`src/rtl/ctrl_pkg.sv`:
```
// Shared control-path constants: opcodes, functs, ALU codes,
// bundle field layout and divider FSM states.
package ctrl_pkg;

    localparam logic [5:0] OP_RTYPE = 6'h00;
    localparam logic [5:0] OP_J     = 6'h02;
    localparam logic [5:0] OP_BEQ   = 6'h04;
    localparam logic [5:0] OP_ADDI  = 6'h08;
    localparam logic [5:0] OP_SLTI  = 6'h0A;
    localparam logic [5:0] OP_ANDI  = 6'h0C;
    localparam logic [5:0] OP_ORI   = 6'h0D;
    localparam logic [5:0] OP_LW    = 6'h23;
    localparam logic [5:0] OP_SW    = 6'h2B;

    localparam logic [5:0] FN_DIV   = 6'h1A;
    localparam logic [5:0] FN_DIVU  = 6'h1B;
    localparam logic [5:0] FN_ADD   = 6'h20;
    localparam logic [5:0] FN_SUB   = 6'h22;
    localparam logic [5:0] FN_AND   = 6'h24;
    localparam logic [5:0] FN_OR    = 6'h25;
    localparam logic [5:0] FN_SLT   = 6'h2A;

    typedef enum logic [4:0] {
        ALU_NOP  = 5'd0,
        ALU_ADD  = 5'd1,
        ALU_SUB  = 5'd2,
        ALU_AND  = 5'd3,
        ALU_OR   = 5'd4,
        ALU_SLT  = 5'd5,
        ALU_DIV  = 5'd6,
        ALU_DIVU = 5'd7
    } alu_op_e;

    // Bundle, MSB first: {memtoreg, memwrite, alusrc, regdst,
    // regwrite, alucontrol, div}. Flag offsets sit above alucontrol.
    localparam int F_DIV       = 0;
    localparam int F_ALUC      = 1;
    localparam int FO_REGWRITE = 0;
    localparam int FO_REGDST   = 1;
    localparam int FO_ALUSRC   = 2;
    localparam int FO_MEMWRITE = 3;
    localparam int FO_MEMTOREG = 4;
    localparam int FLAG_BITS   = 5;

    typedef enum logic [1:0] {
        DIV_IDLE = 2'd0,
        DIV_BUSY = 2'd1,
        DIV_DONE = 2'd2
    } div_state_e;

endpackage

```
`src/rtl/ctrl_stage_reg.sv`:
```
// Generic pipeline stage register: async reset, hold when
// disabled, synchronous clear that wins over hold.
module ctrl_stage_reg
    import ctrl_pkg::*;
#(
    parameter int W = 1
) (
    input  logic         clk,
    input  logic         rst,
    input  logic         en,
    input  logic         clr,
    input  logic [W-1:0] d,
    output logic [W-1:0] q
);

    always_ff @(posedge clk or posedge rst) begin
        if (rst) begin
            q <= '0;
        end else if (clr) begin
            q <= '0;
        end else if (en) begin
            q <= d;
        end
    end

endmodule

```
`src/rtl/ctrl_pipeline.sv`:
```
// Main decoder, E/M/W control stage registers and the
// multi-cycle divider sequencer.
module ctrl_pipeline
    import ctrl_pkg::*;
#(
    parameter int ALUC_W     = 5,
    parameter int DIV_CYCLES = 32
) (
    input  logic              clk,
    input  logic              rst,
    input  logic [31:0]       instrD,
    input  logic              equalD,
    input  logic              stallE,
    input  logic              stallM,
    input  logic              stallW,
    input  logic              flushE,
    input  logic              flushM,
    input  logic              flushW,
    output logic              pcsrcD,
    output logic              branchD,
    output logic              jumpD,
    output logic              is_IMM,
    output logic              memtoregE,
    output logic              alusrcE,
    output logic              regdstE,
    output logic              regwriteE,
    output logic [ALUC_W-1:0] alucontrolE,
    output logic              memtoregM,
    output logic              memwriteM,
    output logic              regwriteM,
    output logic              memtoregW,
    output logic              regwriteW,
    output logic              div_stall,
    output logic              div_done
);

    localparam int BW = ALUC_W + FLAG_BITS + 1;
    localparam int FB = ALUC_W + 1;
    localparam int CW = $clog2(DIV_CYCLES);

    logic [5:0] op;
    logic [5:0] fn;
    logic       unused_instr;

    assign op = instrD[31:26];
    assign fn = instrD[5:0];
    assign unused_instr = ^instrD[25:6];

    logic              memtoreg;
    logic              memwrite;
    logic              alusrc;
    logic              regdst;
    logic              regwrite;
    logic              div;
    logic [ALUC_W-1:0] aluc;

    always_comb begin
        memtoreg = 1'b0;
        memwrite = 1'b0;
        alusrc   = 1'b0;
        regdst   = 1'b0;
        regwrite = 1'b0;
        div      = 1'b0;
        aluc     = '0;
        branchD  = 1'b0;
        jumpD    = 1'b0;
        is_IMM   = 1'b0;
        unique case (1'b1)
            op == OP_RTYPE: begin
                unique case (1'b1)
                    fn == FN_ADD: begin
                        regdst = 1'b1; regwrite = 1'b1;
                        aluc = ALUC_W'(ALU_ADD);
                    end
                    fn == FN_SUB: begin
                        regdst = 1'b1; regwrite = 1'b1;
                        aluc = ALUC_W'(ALU_SUB);
                    end
                    fn == FN_AND: begin
                        regdst = 1'b1; regwrite = 1'b1;
                        aluc = ALUC_W'(ALU_AND);
                    end
                    fn == FN_OR: begin
                        regdst = 1'b1; regwrite = 1'b1;
                        aluc = ALUC_W'(ALU_OR);
                    end
                    fn == FN_SLT: begin
                        regdst = 1'b1; regwrite = 1'b1;
                        aluc = ALUC_W'(ALU_SLT);
                    end
                    fn == FN_DIV: begin
                        div = 1'b1;
                        aluc = ALUC_W'(ALU_DIV);
                    end
                    fn == FN_DIVU: begin
                        div = 1'b1;
                        aluc = ALUC_W'(ALU_DIVU);
                    end
                    default: ;
                endcase
            end
            op == OP_LW: begin
                memtoreg = 1'b1; alusrc = 1'b1; regwrite = 1'b1;
                aluc = ALUC_W'(ALU_ADD);
            end
            op == OP_SW: begin
                memwrite = 1'b1; alusrc = 1'b1;
                aluc = ALUC_W'(ALU_ADD);
            end
            op == OP_BEQ: begin
                branchD = 1'b1;
                aluc = ALUC_W'(ALU_SUB);
            end
            op == OP_J: begin
                jumpD = 1'b1;
            end
            op == OP_ADDI: begin
                alusrc = 1'b1; regwrite = 1'b1; is_IMM = 1'b1;
                aluc = ALUC_W'(ALU_ADD);
            end
            op == OP_ANDI: begin
                alusrc = 1'b1; regwrite = 1'b1; is_IMM = 1'b1;
                aluc = ALUC_W'(ALU_AND);
            end
            op == OP_ORI: begin
                alusrc = 1'b1; regwrite = 1'b1; is_IMM = 1'b1;
                aluc = ALUC_W'(ALU_OR);
            end
            op == OP_SLTI: begin
                alusrc = 1'b1; regwrite = 1'b1; is_IMM = 1'b1;
                aluc = ALUC_W'(ALU_SLT);
            end
            default: ;
        endcase
    end

    assign pcsrcD = branchD & equalD;

    logic [BW-1:0] bundle_d;
    logic [BW-1:0] bundle_e;
    logic [BW-1:0] bundle_m;
    logic [BW-1:0] bundle_w;

    assign bundle_d = {memtoreg, memwrite, alusrc, regdst,
                       regwrite, aluc, div};

    ctrl_stage_reg #(.W(BW)) u_reg_e (
        .clk (clk),
        .rst (rst),
        .en  (~stallE),
        .clr (flushE),
        .d   (bundle_d),
        .q   (bundle_e)
    );

    ctrl_stage_reg #(.W(BW)) u_reg_m (
        .clk (clk),
        .rst (rst),
        .en  (~stallM),
        .clr (flushM),
        .d   (bundle_e),
        .q   (bundle_m)
    );

    ctrl_stage_reg #(.W(BW)) u_reg_w (
        .clk (clk),
        .rst (rst),
        .en  (~stallW),
        .clr (flushW),
        .d   (bundle_m),
        .q   (bundle_w)
    );

    assign memtoregE   = bundle_e[FB + FO_MEMTOREG];
    assign alusrcE     = bundle_e[FB + FO_ALUSRC];
    assign regdstE     = bundle_e[FB + FO_REGDST];
    assign regwriteE   = bundle_e[FB + FO_REGWRITE];
    assign alucontrolE = bundle_e[F_ALUC +: ALUC_W];
    assign memtoregM   = bundle_m[FB + FO_MEMTOREG];
    assign memwriteM   = bundle_m[FB + FO_MEMWRITE];
    assign regwriteM   = bundle_m[FB + FO_REGWRITE];
    assign memtoregW   = bundle_w[FB + FO_MEMTOREG];
    assign regwriteW   = bundle_w[FB + FO_REGWRITE];

    logic          unused_bundle;
    logic          div_e;
    div_state_e    state;
    div_state_e    state_n;
    logic [CW-1:0] count;
    logic [CW-1:0] count_n;
    logic          done_seen;

    assign div_e = bundle_e[F_DIV];
    assign unused_bundle = ^{bundle_m[FB + FO_ALUSRC +: 2],
                             bundle_m[FB-1:0], bundle_w[FB + FO_ALUSRC +: 3],
                             bundle_w[FB-1:0], bundle_e[FB + FO_MEMWRITE]};

    always_ff @(posedge clk or posedge rst) begin
        if (rst) begin
            state     <= DIV_IDLE;
            count     <= '0;
            done_seen <= 1'b0;
        end else begin
            state     <= state_n;
            count     <= count_n;
            done_seen <= (state == DIV_DONE);
        end
    end

    // DONE lingers while E is held so the same divide cannot retrigger.
    always_comb begin
        state_n   = state;
        count_n   = count;
        div_stall = 1'b0;
        div_done  = 1'b0;
        unique case (state)
            DIV_IDLE: begin
                if (div_e && !flushE) begin
                    state_n = DIV_BUSY;
                    count_n = CW'(DIV_CYCLES - 1);
                end
            end
            DIV_BUSY: begin
                div_stall = 1'b1;
                if (flushE) begin
                    state_n = DIV_IDLE;
                    count_n = '0;
                end else if (count == '0) begin
                    state_n = DIV_DONE;
                end else begin
                    count_n = count - CW'(1);
                end
            end
            DIV_DONE: begin
                div_done = ~done_seen;
                if (!stallE) begin
                    state_n = DIV_IDLE;
                end
            end
            default: begin
                state_n = DIV_IDLE;
                count_n = '0;
            end
        endcase
    end

endmodule

```
`config.mk`:
```
export PLATFORM = sky130hd
export DESIGN_NAME = ctrl_pipeline
export DESIGN_NICKNAME = d
export VERILOG_FILES = /design/src/rtl/ctrl_pkg.sv /design/src/rtl/ctrl_stage_reg.sv /design/src/rtl/ctrl_pipeline.sv
export SDC_FILE = /design/constraint.sdc
export NUM_CORES = 1
export LEC_CHECK = 0
export ABC_AREA = 0
export CORE_MARGIN = 8
export CORE_UTILIZATION = 30
export CTS_CLUSTER_DIAMETER = 120
export DETAILED_ROUTE_END_ITERATION = 7
export GPL_TIMING_DRIVEN = 0
export PLACE_DENSITY_LB_ADDON = 0.1
export SETUP_SLACK_MARGIN = 0.02
export SLEW_MARGIN = 20
export SYNTH_ARGS = -nofsm -noshare
export SYNTH_HDL_FRONTEND = slang
export SYNTH_SLANG_ARGS = --single-unit
```
`constraint.sdc`:
```
create_clock -name clk -period 2.35 [get_ports clk]
set_clock_uncertainty 0.1 [all_clocks]
set_input_delay 0.47 -clock clk [delete_from_list [all_inputs] [get_ports clk]]
set_output_delay 0.47 -clock clk [all_outputs]
set_load 0.005 [all_outputs]
```
==> key figures <==
Clock tree
  – CTS root buf: clkbuf_8
  – CTS tree: done
  – CTS clk-pin slew, worst paths: ~0.08 ns
  – Deepest clock path buffer count: 2
  – CTS Buf Count: 3
  – Clock sinks: 22
  – CTS H-tree depth: 1
  – Clk_lat worst skew: around 0.26 ns

Pwr
  – Share of power burned in registers: about half
  – Maximum vdd drop: about 180 uV
  – Leakage: a little under 0.8 nW
  – Sw power: approximately 0.19 mW
  – Total Power: ~0.79 mW
  – Pwr Density: roughly 440 nW/um^2
  – Switching share of total power: ~24%
  – Clock network power share: between 30% and 40%
  – Combinational power share: ~17%
  – Cell Int Power: 0.602 mW

Setup path
  – Worst-case reg-to-reg path depth: 6
  – FF-to-FF Start: count[0]
  – WP data arrival: ~1.7 ns
  – Worst Setup End Kind: primary output
  – CP Launch Point: instrD[26]
  – Startpoint Class: input port
  – Max Fanout on Critical Path: 6
  – Setup Crit Path Kind: in2out
  – Critical Path RT: roughly 1.8 ns

Timing
  – Slew Limit Headroom: roughly 45%
  – Worst Max-Slew Pin Slew: ~0.83 ns
  – Worst hold slack: around 0.43 ns
  – Part of the cycle the worst path needs: 96.7%
  – Max Slew Vio Count: 0
  – Final setup vio count: 0
  – Final min period: approximately 2.3 ns
  – Total Neg Setup Slack: 0 ns
  – F_max: between 0.4 and 0.5 GHz
  – RSZ-0062 raised after global routing: false
  – Fin. Hold Viols: 0

Finish
  – FF+latch area: around 550 um^2
  – Area of the multi-input gates: between 600 and 700 um^2
  – Antenna Cells: 0
  – Layout Nets: 226
  – Area grow syn2layout: 37.9%
  – Most common cell after layout, fill and taps aside: clkdlybuf4s50_1
  – Layout cells sized above 1: between 10% and 20%
  – Fillers: between 400 and 500
  – Commonest non-fill, non-tap cells in the layout: 28 x clkdlybuf4s50_1, 22 x dfrtp_1, 14 x nor2_1

Routing
  – Drt first pass iters: 4
  – Antenna-violating nets left: 0
  – Final wirelength: between 3 and 4 mm
  – 1st-iter DRT viols: 36
  – Vias post-DR: approximately 1.2k
  – DRC: 0
  – Via/cell ratio: 4.94
  – WL per Instance: about 14 um

Run status
  – Run status: finished clean

Place
  – IO buf count: 36
  – Hpwl dp: approximately 2.5 mm
  – GPL Wtd Cong: about 0.85

Floorplan
  – I/O pin cnt: 61
  – Chip width: ~82 um
  – Die Span Y: around 82 um
  – Row cnt: 24
  – Core box area: 4290 um^2
  – Starting Density: approximately 30%
  – Die area: about 6700 um^2

Synthesis
  – Cells after Synth: approximately 140
  – Ys flop type: dfrtp_1
  – Async SR Flop Fraction: between 90% and 100%
  – Post-synth EDFFs: 0
  – Yosys cell types: 41
  – Synth warn: 0
  – Seq/Total Area, Yosys: approximately two fifths
  – Post-synthesis instance area: about 1300 um^2
  – #FFs+latches synth: 22
  – Syn Area/Cell: between 9 and 10 um^2

Min path
  – Hold Path Class: reg2reg
  – Hold Path Depth: 2
  – Min-delay src: u_reg_m.q[9]

GRT
  – GRT Util Overall: roughly a tenth
  – Vias in the first global route: 1209
  – Antenna violations before repair: 0
  – Largest net degree at the start of global routing: 23
  – Gr ovfl total: 0
  – First-pass GRT wire length: roughly 5.4 mm

Flow run
  – MaxCap Viol Count: 0
[cell families after synthesis]
group	Yosys count	synth area share (%)
and+or+nand+nor	55	25.5
AOI/OAI and AO/OA	36	18.6
DFF	22	41.9
buffers and inverters	18	6.67
muxes	7	5.34
adders and majority gates	1	0.953
other	1	0.286
xor gates and xnor gates	1	0.667
[registers in the layout, indices dropped and copies added (netlist names)]
register,flops
count,5
done_seen,1
state,2
u_reg_e.q,9
u_reg_m.q,3
u_reg_w.q,2
[stage by stage]
step	setup slack [ns]	utilization (%)	instances	area, um^2
detailed placement	-0.463	40.6	230	1740
floorplan	0.661	-	142	1320
global placement	-0.451	40.6	230	1740
CTS	0.0520	41.8	235	1800
finish	0.0781	42.2	235	1810
global route	0.0208	42.2	235	1810
[synth_stat cells, types with 2 or more instances]
master / n / area (um^2)
dfrtp_1: 22 / 551
inv_1: 8 / 30.0
nand2_1: 6 / 22.5
a21oi_1: 8 / 40.0
nor2_1: 14 / 52.6
nor2b_1: 5 / 31.3
nand2b_1: 5 / 31.3
nor3_1: 6 / 30.0
a31oi_1: 3 / 18.8
a22o_1: 4 / 35.0
mux2i_1: 7 / 70.1
clkbuf_1: 3 / 11.3
o21ai_1: 4 / 20.0
and2_1: 2 / 12.5
or2_2: 2 / 12.5
o21ai_0: 6 / 30.0
o22ai_1: 2 / 12.5
nand3b_1: 4 / 30.0
buf_4: 5 / 37.5
a22oi_1: 2 / 15.0
and3_1: 2 / 12.5
a221oi_2: 2 / 30.0
[critical path, cell delays in order]
cell,delay (ns)
dlygate4sd2_1,0.31
mux2i_1,0.19
and3_1,0.22
clkdlybuf4s50_1,0.51
[metal layers]
metal | GRT usage (%) | wire length (um)
met1 | 12.6 | 1480
met2 | 16.1 | 1480
met3 | 2.38 | 191
met4 | 3.68 | 40
met5 | 0 | 0
[power groups by stage]
stage	clock, mW	sequential (mW)	combinational, mW
after CTS	0.277	0.392	0.132
final	0.269	0.391	0.132
after global routing	0.301	0.393	0.146
after floorplan	0	0.398	0.0668
after detailed placement	0	0.399	0.133
after global placement	0	0.399	0.131
[repair_timing]
| item | CTS | global route |
|---|---|---|
| setup endpoints to repair | 4 | 3 |
| hold buffers | 0 | 0 |
| resized for setup | 14 | 3 |
| buffers inserted | 1 | 1 |
| gates cloned | 0 | 0 |
| pin swaps | 2 | 2 |
[cell type report]
cell class                      count  area share (%)
Sequential cell                    22            30.4
Timing Repair Buffer               38            20.5
Inverter                            8            1.66
Tap cell                           52            3.59
Multi-Input combinational cell    102            37.9
Buffer                              9            2.97
Clock buffer                        4            3.04
[worst paths after layout]
kind | end | slack, ns
setup / recovery | is_IMM | 0.08
max in group asynchronous | u_reg_e.q[6] | 1.07
min in group asynchronous | count[0] | 0.58
setup reg to reg | count[2] | 0.54
hold reg to reg | u_reg_m.q[9] | 0.43
hold / removal | u_reg_m.q[9] | 0.43
Note: power is estimated with default switching activity, not from simulation.
